[src/rtl/sprite_draw_engine.sv]
// Rectangular sprite plotter: streams a filled SPR_W x SPR_H block, then a one-pixel
// background strip on the trailing edge, one pixel per clock into the VGA adapter.
module sprite_draw_engine #(
    parameter int SPR_W       = 4,
    parameter int SPR_H       = 4,
    parameter int SCREEN_W    = 160,
    parameter int SCREEN_H    = 120,
    parameter int COLOUR_BITS = 3,
    parameter int BG_COLOUR   = 0
) (
    input  logic                   clk,
    input  logic                   reset,
    input  logic                   clear,
    input  logic                   start,
    input  logic [7:0]             sprite_x,
    input  logic [6:0]             sprite_y,
    input  logic [COLOUR_BITS-1:0] colour,
    input  logic [2:0]             move_dir,
    output logic [7:0]             x_out,
    output logic [6:0]             y_out,
    output logic [COLOUR_BITS-1:0] colour_out,
    output logic                   plot,
    output logic                   busy,
    output logic                   done
);

    localparam int MAX_DIM = (SPR_W > SPR_H) ? SPR_W : SPR_H;
    localparam int CW      = $clog2(MAX_DIM) + 1;

    localparam logic [CW-1:0] W_LAST  = CW'(SPR_W - 1);
    localparam logic [CW-1:0] H_LAST  = CW'(SPR_H - 1);
    // A -1 step is an add of SCREEN-1 followed by the same conditional subtract.
    localparam logic [7:0]    X_LEFT  = 8'(SCREEN_W - 1);
    localparam logic [7:0]    X_RIGHT = 8'(SPR_W);
    localparam logic [6:0]    Y_UP    = 7'(SCREEN_H - 1);
    localparam logic [6:0]    Y_DOWN  = 7'(SPR_H);

    typedef enum logic [1:0] {S_IDLE, S_FILL, S_ERASE, S_DONE} state_t;

    state_t                 state_q, state_d;
    logic [7:0]             ox_q, ox_d;
    logic [6:0]             oy_q, oy_d;
    logic [COLOUR_BITS-1:0] fc_q, fc_d;
    logic [2:0]             dir_q, dir_d;
    logic [CW-1:0]          col_q, col_d;
    logic [CW-1:0]          row_q, row_d;
    logic [7:0]             x_out_q, x_out_d;
    logic [6:0]             y_out_q, y_out_d;
    logic [COLOUR_BITS-1:0] colour_out_q, colour_out_d;
    logic                   plot_q, plot_d;
    logic                   busy_q, busy_d;
    logic                   done_q, done_d;
    logic                   strip_last;

    function automatic logic [7:0] wrap_x(input logic [7:0] org, input logic [7:0] off);
        logic [8:0] sum;
        sum = {1'b0, org} + {1'b0, off};
        if (sum >= 9'(SCREEN_W)) sum = sum - 9'(SCREEN_W);
        return sum[7:0];
    endfunction

    function automatic logic [6:0] wrap_y(input logic [6:0] org, input logic [6:0] off);
        logic [7:0] sum;
        sum = {1'b0, org} + {1'b0, off};
        if (sum >= 8'(SCREEN_H)) sum = sum - 8'(SCREEN_H);
        return sum[6:0];
    endfunction

    always_comb begin
        state_d      = state_q;
        ox_d         = ox_q;
        oy_d         = oy_q;
        fc_d         = fc_q;
        dir_d        = dir_q;
        col_d        = col_q;
        row_d        = row_q;
        x_out_d      = x_out_q;
        y_out_d      = y_out_q;
        colour_out_d = colour_out_q;
        plot_d       = 1'b0;
        busy_d       = 1'b0;
        done_d       = 1'b0;
        strip_last   = (dir_q == 3'd1 || dir_q == 3'd2) ? (col_q == H_LAST) : (col_q == W_LAST);

        case (state_q)
            S_IDLE: begin
                if (start) begin
                    ox_d    = sprite_x;
                    oy_d    = sprite_y;
                    fc_d    = colour;
                    dir_d   = (move_dir > 3'd4) ? 3'd0 : move_dir;
                    col_d   = '0;
                    row_d   = '0;
                    state_d = S_FILL;
                end
            end
            S_FILL: begin
                busy_d       = 1'b1;
                plot_d       = 1'b1;
                x_out_d      = wrap_x(ox_q, 8'(col_q));
                y_out_d      = wrap_y(oy_q, 7'(row_q));
                colour_out_d = fc_q;
                // Column-major walk: rows step fastest.
                if (row_q == H_LAST) begin
                    row_d = '0;
                    if (col_q == W_LAST) begin
                        col_d   = '0;
                        state_d = (dir_q == 3'd0) ? S_DONE : S_ERASE;
                    end else begin
                        col_d = col_q + CW'(1);
                    end
                end else begin
                    row_d = row_q + CW'(1);
                end
            end
            S_ERASE: begin
                busy_d       = 1'b1;
                plot_d       = 1'b1;
                colour_out_d = COLOUR_BITS'(BG_COLOUR);
                case (dir_q)
                    3'd1: begin
                        x_out_d = wrap_x(ox_q, X_LEFT);
                        y_out_d = wrap_y(oy_q, 7'(col_q));
                    end
                    3'd2: begin
                        x_out_d = wrap_x(ox_q, X_RIGHT);
                        y_out_d = wrap_y(oy_q, 7'(col_q));
                    end
                    3'd3: begin
                        x_out_d = wrap_x(ox_q, 8'(col_q));
                        y_out_d = wrap_y(oy_q, Y_UP);
                    end
                    default: begin
                        x_out_d = wrap_x(ox_q, 8'(col_q));
                        y_out_d = wrap_y(oy_q, Y_DOWN);
                    end
                endcase
                if (strip_last) begin
                    col_d   = '0;
                    state_d = S_DONE;
                end else begin
                    col_d = col_q + CW'(1);
                end
            end
            S_DONE: begin
                busy_d  = 1'b1;
                done_d  = 1'b1;
                state_d = S_IDLE;
            end
            default: state_d = S_IDLE;
        endcase

        if (clear) begin
            state_d = S_IDLE;
            col_d   = '0;
            row_d   = '0;
            plot_d  = 1'b0;
            busy_d  = 1'b0;
            done_d  = 1'b0;
        end
    end

    always_ff @(posedge clk or negedge reset) begin
        if (!reset) begin
            state_q      <= S_IDLE;
            ox_q         <= '0;
            oy_q         <= '0;
            fc_q         <= '0;
            dir_q        <= '0;
            col_q        <= '0;
            row_q        <= '0;
            x_out_q      <= '0;
            y_out_q      <= '0;
            colour_out_q <= '0;
            plot_q       <= 1'b0;
            busy_q       <= 1'b0;
            done_q       <= 1'b0;
        end else begin
            state_q      <= state_d;
            ox_q         <= ox_d;
            oy_q         <= oy_d;
            fc_q         <= fc_d;
            dir_q        <= dir_d;
            col_q        <= col_d;
            row_q        <= row_d;
            x_out_q      <= x_out_d;
            y_out_q      <= y_out_d;
            colour_out_q <= colour_out_d;
            plot_q       <= plot_d;
            busy_q       <= busy_d;
            done_q       <= done_d;
        end
    end

    assign x_out      = x_out_q;
    assign y_out      = y_out_q;
    assign colour_out = colour_out_q;
    assign plot       = plot_q;
    assign busy       = busy_q;
    assign done       = done_q;

endmodule

[config.mk]
export PLATFORM = sky130hd
export DESIGN_NAME = sprite_draw_engine
export DESIGN_NICKNAME = d
export VERILOG_FILES = /design/src/rtl/sprite_draw_engine.sv
export SDC_FILE = /design/constraint.sdc
export NUM_CORES = 1
export LEC_CHECK = 0
export CAP_MARGIN = 30
export CORE_ASPECT_RATIO = 0.8
export CORE_MARGIN = 3
export CORE_UTILIZATION = 50
export CTS_CLUSTER_SIZE = 30
export DETAILED_ROUTE_END_ITERATION = 10
export GPL_TIMING_DRIVEN = 1
export PLACE_DENSITY_LB_ADDON = 0.25
export SYNTH_ARGS = -nofsm -noshare
export SYNTH_HDL_FRONTEND = slang
export SYNTH_SLANG_ARGS = --single-unit
[constraint.sdc]
create_clock -name clk -period 5.5 [get_ports clk]
set_input_delay 1.1 -clock clk [delete_from_list [all_inputs] [get_ports clk]]
set_output_delay 1.1 -clock clk [all_outputs]
set_load 0.005 [all_outputs]
### Word level (Yosys, flattened, before mapping)

Cells that the tools add are included.

* register bits after elaboration: 50
* input port bits: 25
* output and inout port bits: 21
* logic and storage cells: 95

* $add $sub $neg: 16
* magnitude comparators: 8
* equality and inequality tests: 12
* mux-type cells: 34
* reductions and logical operators: 12

Operators by type and width (number)
* $ge 8x7->1 const B: 4
* $pmux 8 s2: 2
* $mux 7: 4
* $pmux 7 s2: 2
* $sub 7x7->7 const B: 4
* $ge 9x8->1 const B: 3
* $mux 8: 3
* $sub 8x8->8 const B: 3
* $mux 3: 7
* $add 7x3->8: 2
* $eq 3x2->1 const B: 4
* $ne 3x3->1 const B: 4
* $pmux 3 s2: 2
* $mux 2: 5
* $add 8x3->9: 1
* $add 8x3->9 const B: 1
* $add 8x8->9 const B: 1
* $pmux 3 s3: 1
* $add 7x3->8 const B: 1
* $add 7x7->8 const B: 1
* $pmux 2 s4: 1
* $mux 1: 7
* $add 3x1->3 const B: 2
* $eq 2x2->1 const B: 2
* 13 further kinds: 15

### Logic depth before layout (Yosys ltp)

* word-level depth: 6
* mapped depth: 15
* depth with buffers taken out: 14

### Worst setup path after synthesis

No wires, ideal clock.

* kind: flip-flop to flip-flop
* start point: reg oy_q[0]
* end point: reg y_out_q[5] (netlist: y_out[5])
* library setup time: 142 ps
* data arrival time: 2668 ps
* data required time: 5358 ps
* path slack: 2690 ps
* cell stages (with the launch flop): 14
* path buffers: 0
* period minus slack after synthesis: 2810 ps
* path through: dfrtp_1 -> ha_1 -> inv_1 -> fa_1 -> nor2b_1 -> o21ai_0 -> xnor2_1 -> ha_1 -> nand3_1 -> o2111a_1 -> a31oi_1 -> xor2_1 -> a2bb2oi_1 -> a31oi_1

* word-level cells in the longest chain between the ends: 5
* elaborated cells between the ends (all ways): 18
* classes of those cells: add/sub: 8; order compare: 4; mux: 6

Ends and longest elaborated chain
* start: declaration: RTL line 42 `logic [6:0] oy_q, oy_d;`
* start signal: assignment: RTL line 181 `oy_q <= oy_d;`
* $add 7x3->8 / $add 7x7->8 (equally long branches): RTL line 64 `sum = {1'b0, org} + {1'b0, off};`
* $sub 7x7->7 / $ge 8x7->1 (equally long branches): RTL line 65 `if (sum >= 8'(SCREEN_H)) sum = sum - 8'(SCREEN_H);`
* $mux 7: RTL line 65
* $pmux 7 s2: RTL line 120 `case (dir_q)`
* $pmux 7 s2 *: RTL line 85 `case (state_q)`
* end signal: assignment: RTL line 187 `y_out_q <= y_out_d;`
* end: declaration: RTL line 48 `logic [6:0] y_out_q, y_out_d;`

Every way passes the cells marked *; elsewhere a longest branch is shown, timed or not.
A chain may end at the register's enable or synchronous reset.

### Final worst setup path

Ends and elaborated chain as after synthesis.

==> results.md <==
* Status: complete, no violations
* Drt drc at 0
* Fin Setup TNS at 0 ns
* R2R setup slack at between 2 and 2.5 ns
* Largest family of logic cells by synthesized area: simple AND/OR/NAND/NOR gates
* Fin. Hold Viols at 0
* Post-place setup slack at about 2.4 ns
* Width of the die at between 100 and 150 microns
* Fraction of layout cells with a size suffix above 1 at 0.0928
* Max-slew headroom at 0.407
* Gpl congestion at slightly above 0.9
* Fraction of registers with async set/reset at 1.00
* Crit path arrival time at approximately 3.4 ns
* Fin nets at 590
* Maximum vdd drop at 0.324 mV
* Vias per cell at between 6 and 7
* Grt ovf at 0
* Full die area at 9830 sq um
* Post-CTS Hold Fix Bufs at 0
* Post_cts resized at 0
* Initial DRT Pass Iterations at 5
* Fmax at around 0.31 GHz
* Cts bufs inserted at 5
* LEAKAGE at ~2 nW
* Mapped Nets at about 560
* Largest net degree at the start of global routing at just over 50
* Global-route wire length before repair at approximately 18000 microns
* Final WL at between 10000 and 15000 microns
* Tightest Hold Check Type: register to register
* Adder-cell share of the synthesized area at 0.112
* GRT Total Usage at 0.230
* Remaining antenna violation count after routing at 0
* Utilization after layout at 0.604
* Pwr Total at around 3.1 mW
* Dpl cells at around 630
* Max Cap Viol at 0
* Root buf cell: clkbuf_8
* FP Rows at 29
* Syn. warnings at 0
* Worst-Skew Late Latency at between 0.3 and 0.4 ns
* Mapped Avg Cell Area at around 8.6 sq um
* Wire per inst at between 15 and 20 microns
* Clock H-tree levels at 2
* Worst Skew at roughly 0.011 ns
* CTS max path bufs at 2
* Count leader, synth: dfrtp_1
* Worst Hold Launch: fc_q[2]
* Worst reg-to-reg path cell count at 13
* Area grow syn2layout at 13.8%
* Crit end category: register
* Total core area at a little over 8000 sq um
* Main synth FF type: dfrtp_1
* Worst R2R Start: oy_q[0]
* WHS Endpoint: colour_out[2]
* Fillcell total at roughly 740
* Die Y at slightly below 90 microns
* Crit-path max FO at 7
* Synth area leader: dfrtp_1
* Initial Util at 0.531
* Post-Synth Simple-Gate Area at 0.207
* Mux share of post-synthesis cell area at 0.0730
* Ant diodes at 0
* Critical Path RT at 5.69 ns
* Final Max Slew Viols at 0
* Drt initial violations at about 250
* Top cells by instance count after synthesis: 50 x dfrtp_1, 47 x nor2_1, 36 x nand2_1, 34 x ha_1, 27 x a21oi_1
* Cell Pwr Density at ~640 nW/um^2
* Top cell type's share of synthesized area at 0.289
* Antenna violations before repair at 0
* Unrepaired setup endpoints after global routing: false
* Post-synth EDFFs at 0
* I/O Buffers at between 40 and 50
* Final setup viols at 0
* Crit path kind: register to register
* # Post-CTS Setup Buffers at 0
* Via count at 3831
* Post-route minimum period at ~3.2 ns
* Syn Inst Count at around 500
* Hpwl dp at around 8000 microns
* Sequential-to-total area share from yosys stat at 0.289
* Fin crit share at 0.578
* Synth top area cells: dfrtp_1 29%, ha_1 9.8%, mux2_2 5.5%, xnor2_1 4.2%, nor2_1 4.1%
* Finished Layout Cells at between 600 and 700
* #FFs+latches synth at 50
* Distinct cells, synth at around 70
* Synth Area in Compound Gates at 0.199
* CP Launch Type: register
* IO Count at 46
* Worst-Margin Slew at between 0.8 and 0.9 ns
* Hold Path Stages at 1
* Mapped Area at between 4000 and 5000 sq um
* Final worst slack at 2.32 ns
* XOR/XNOR share of the synthesized area at 0.0684
* Clock Sink Count at 50
* CTS tree: done
* Worst r2r dst: y_out[5]
* Vias in the first global route at around 3500
* Clk slew on worst S/H paths at 0.10 ns
stage by stage:
step	area, sq um	hold WS [ns]
2_1_floorplan	4340	0.460
3_3_place_gp	4810	0.468
3_5_place_dp	4830	0.486
4_1_cts	4930	0.506
5_1_grt	4930	0.523
6_report	4930	0.505
flip-flops by register name, summed over array words and instances, names as in the netlist:
name        flops
ox_q            8
x_out           8
oy_q            7
y_out           7
col_q           3
colour_out      3
dir_q           3
fc_q            3
row_q           3
state_q         2
busy            1
done            1
plot            1
routing by layer:
layer  GRT usage  routed length (microns)  vias to the layer above
met3      0.0354                      760                       18
met4      0.0615                      171                        0
li1            -                        -                     1864
met5           0                        0                        -
met1       0.350                     5460                     1821
met2       0.339                     4520                      128
placed cells by master (no fill, tap or decap), types with 4 or more instances in the layout:
master | synthesis | layout
a221oi_1 | 6 | 6
a21o_1 | 6 | 6
o22ai_1 | 4 | 4
nand2b_1 | 14 | 14
o21a_1 | 5 | 5
clkdlybuf4s50_1 | 0 | 44
nand2_1 | 36 | 36
xnor2_1 | 21 | 21
a211oi_1 | 6 | 6
a22o_1 | 4 | 4
a31oi_1 | 8 | 8
nor3b_1 | 4 | 4
nand3b_1 | 5 | 5
o21ai_0 | 26 | 26
nor3_1 | 11 | 11
xor2_1 | 11 | 11
inv_1 | 25 | 25
nor2b_1 | 9 | 9
nand3_1 | 14 | 14
ha_1 | 34 | 34
mux2_2 | 21 | 21
nand4_1 | 4 | 4
nor2_1 | 47 | 47
mux2i_1 | 8 | 8
dfrtp_1 | 50 | 50
a21oi_1 | 27 | 27
clkbuf_8 | 0 | 5
how the worst max path moves through the flow:
stage / from / end / slack, ns
floorplan: oy_q[0] / y_out[5] / 2.69
global placement: oy_q[0] / y_out[5] / 2.47
detailed placement: oy_q[0] / y_out[5] / 2.37
CTS: oy_q[0] / y_out[5] / 2.36
global route: oy_q[0] / y_out[5] / 2.05
finish: oy_q[0] / y_out[5] / 2.32
cell type report:
cell class | count | area [sq um] | share of cell area
clock buffer | 5 | 68.8 | 0.0139
clock inverter | 2 | 38.8 | 0.00786
tap | 108 | 135 | 0.0274
multi-input combinational | 396 | 2860 | 0.580
timing repair buffer | 49 | 483 | 0.0979
inverter | 26 | 97.6 | 0.0198
sequential | 50 | 1250 | 0.254
cell families after synthesis:
kind of cell / count (synthesis)
multiplexers: 29
adder cells (fa/ha/maj): 37
XOR/XNOR: 33
AO/OA/AOI/OAI: 127
flip-flops: 50
buffers and inverters: 56
AND/OR/NAND/NOR: 170
where the power goes:
group / leakage [nW] / internal [mW] / switching [mW]
combinational: 1.38 / 0.933 / 1.07
sequential: 0.606 / 0.535 / 0.345
clock: 0.0542 / 0.134 / 0.133
total: 2.04 / 1.60 / 1.54
worst max-delay path, stage by stage (launching register included):
cell       delay (ns)
dfrtp_1          0.50
ha_1             0.22
inv_1            0.06
fa_1             0.38
nor2b_1          0.24
o21ai_0          0.20
xnor2_1          0.28
ha_1             0.20
nand3_1          0.08
o2111a_1         0.28
a31oi_1          0.17
xor2_1           0.16
a2bb2oi_1        0.19
a31oi_1          0.10
(Power assumes the default switching activity.)
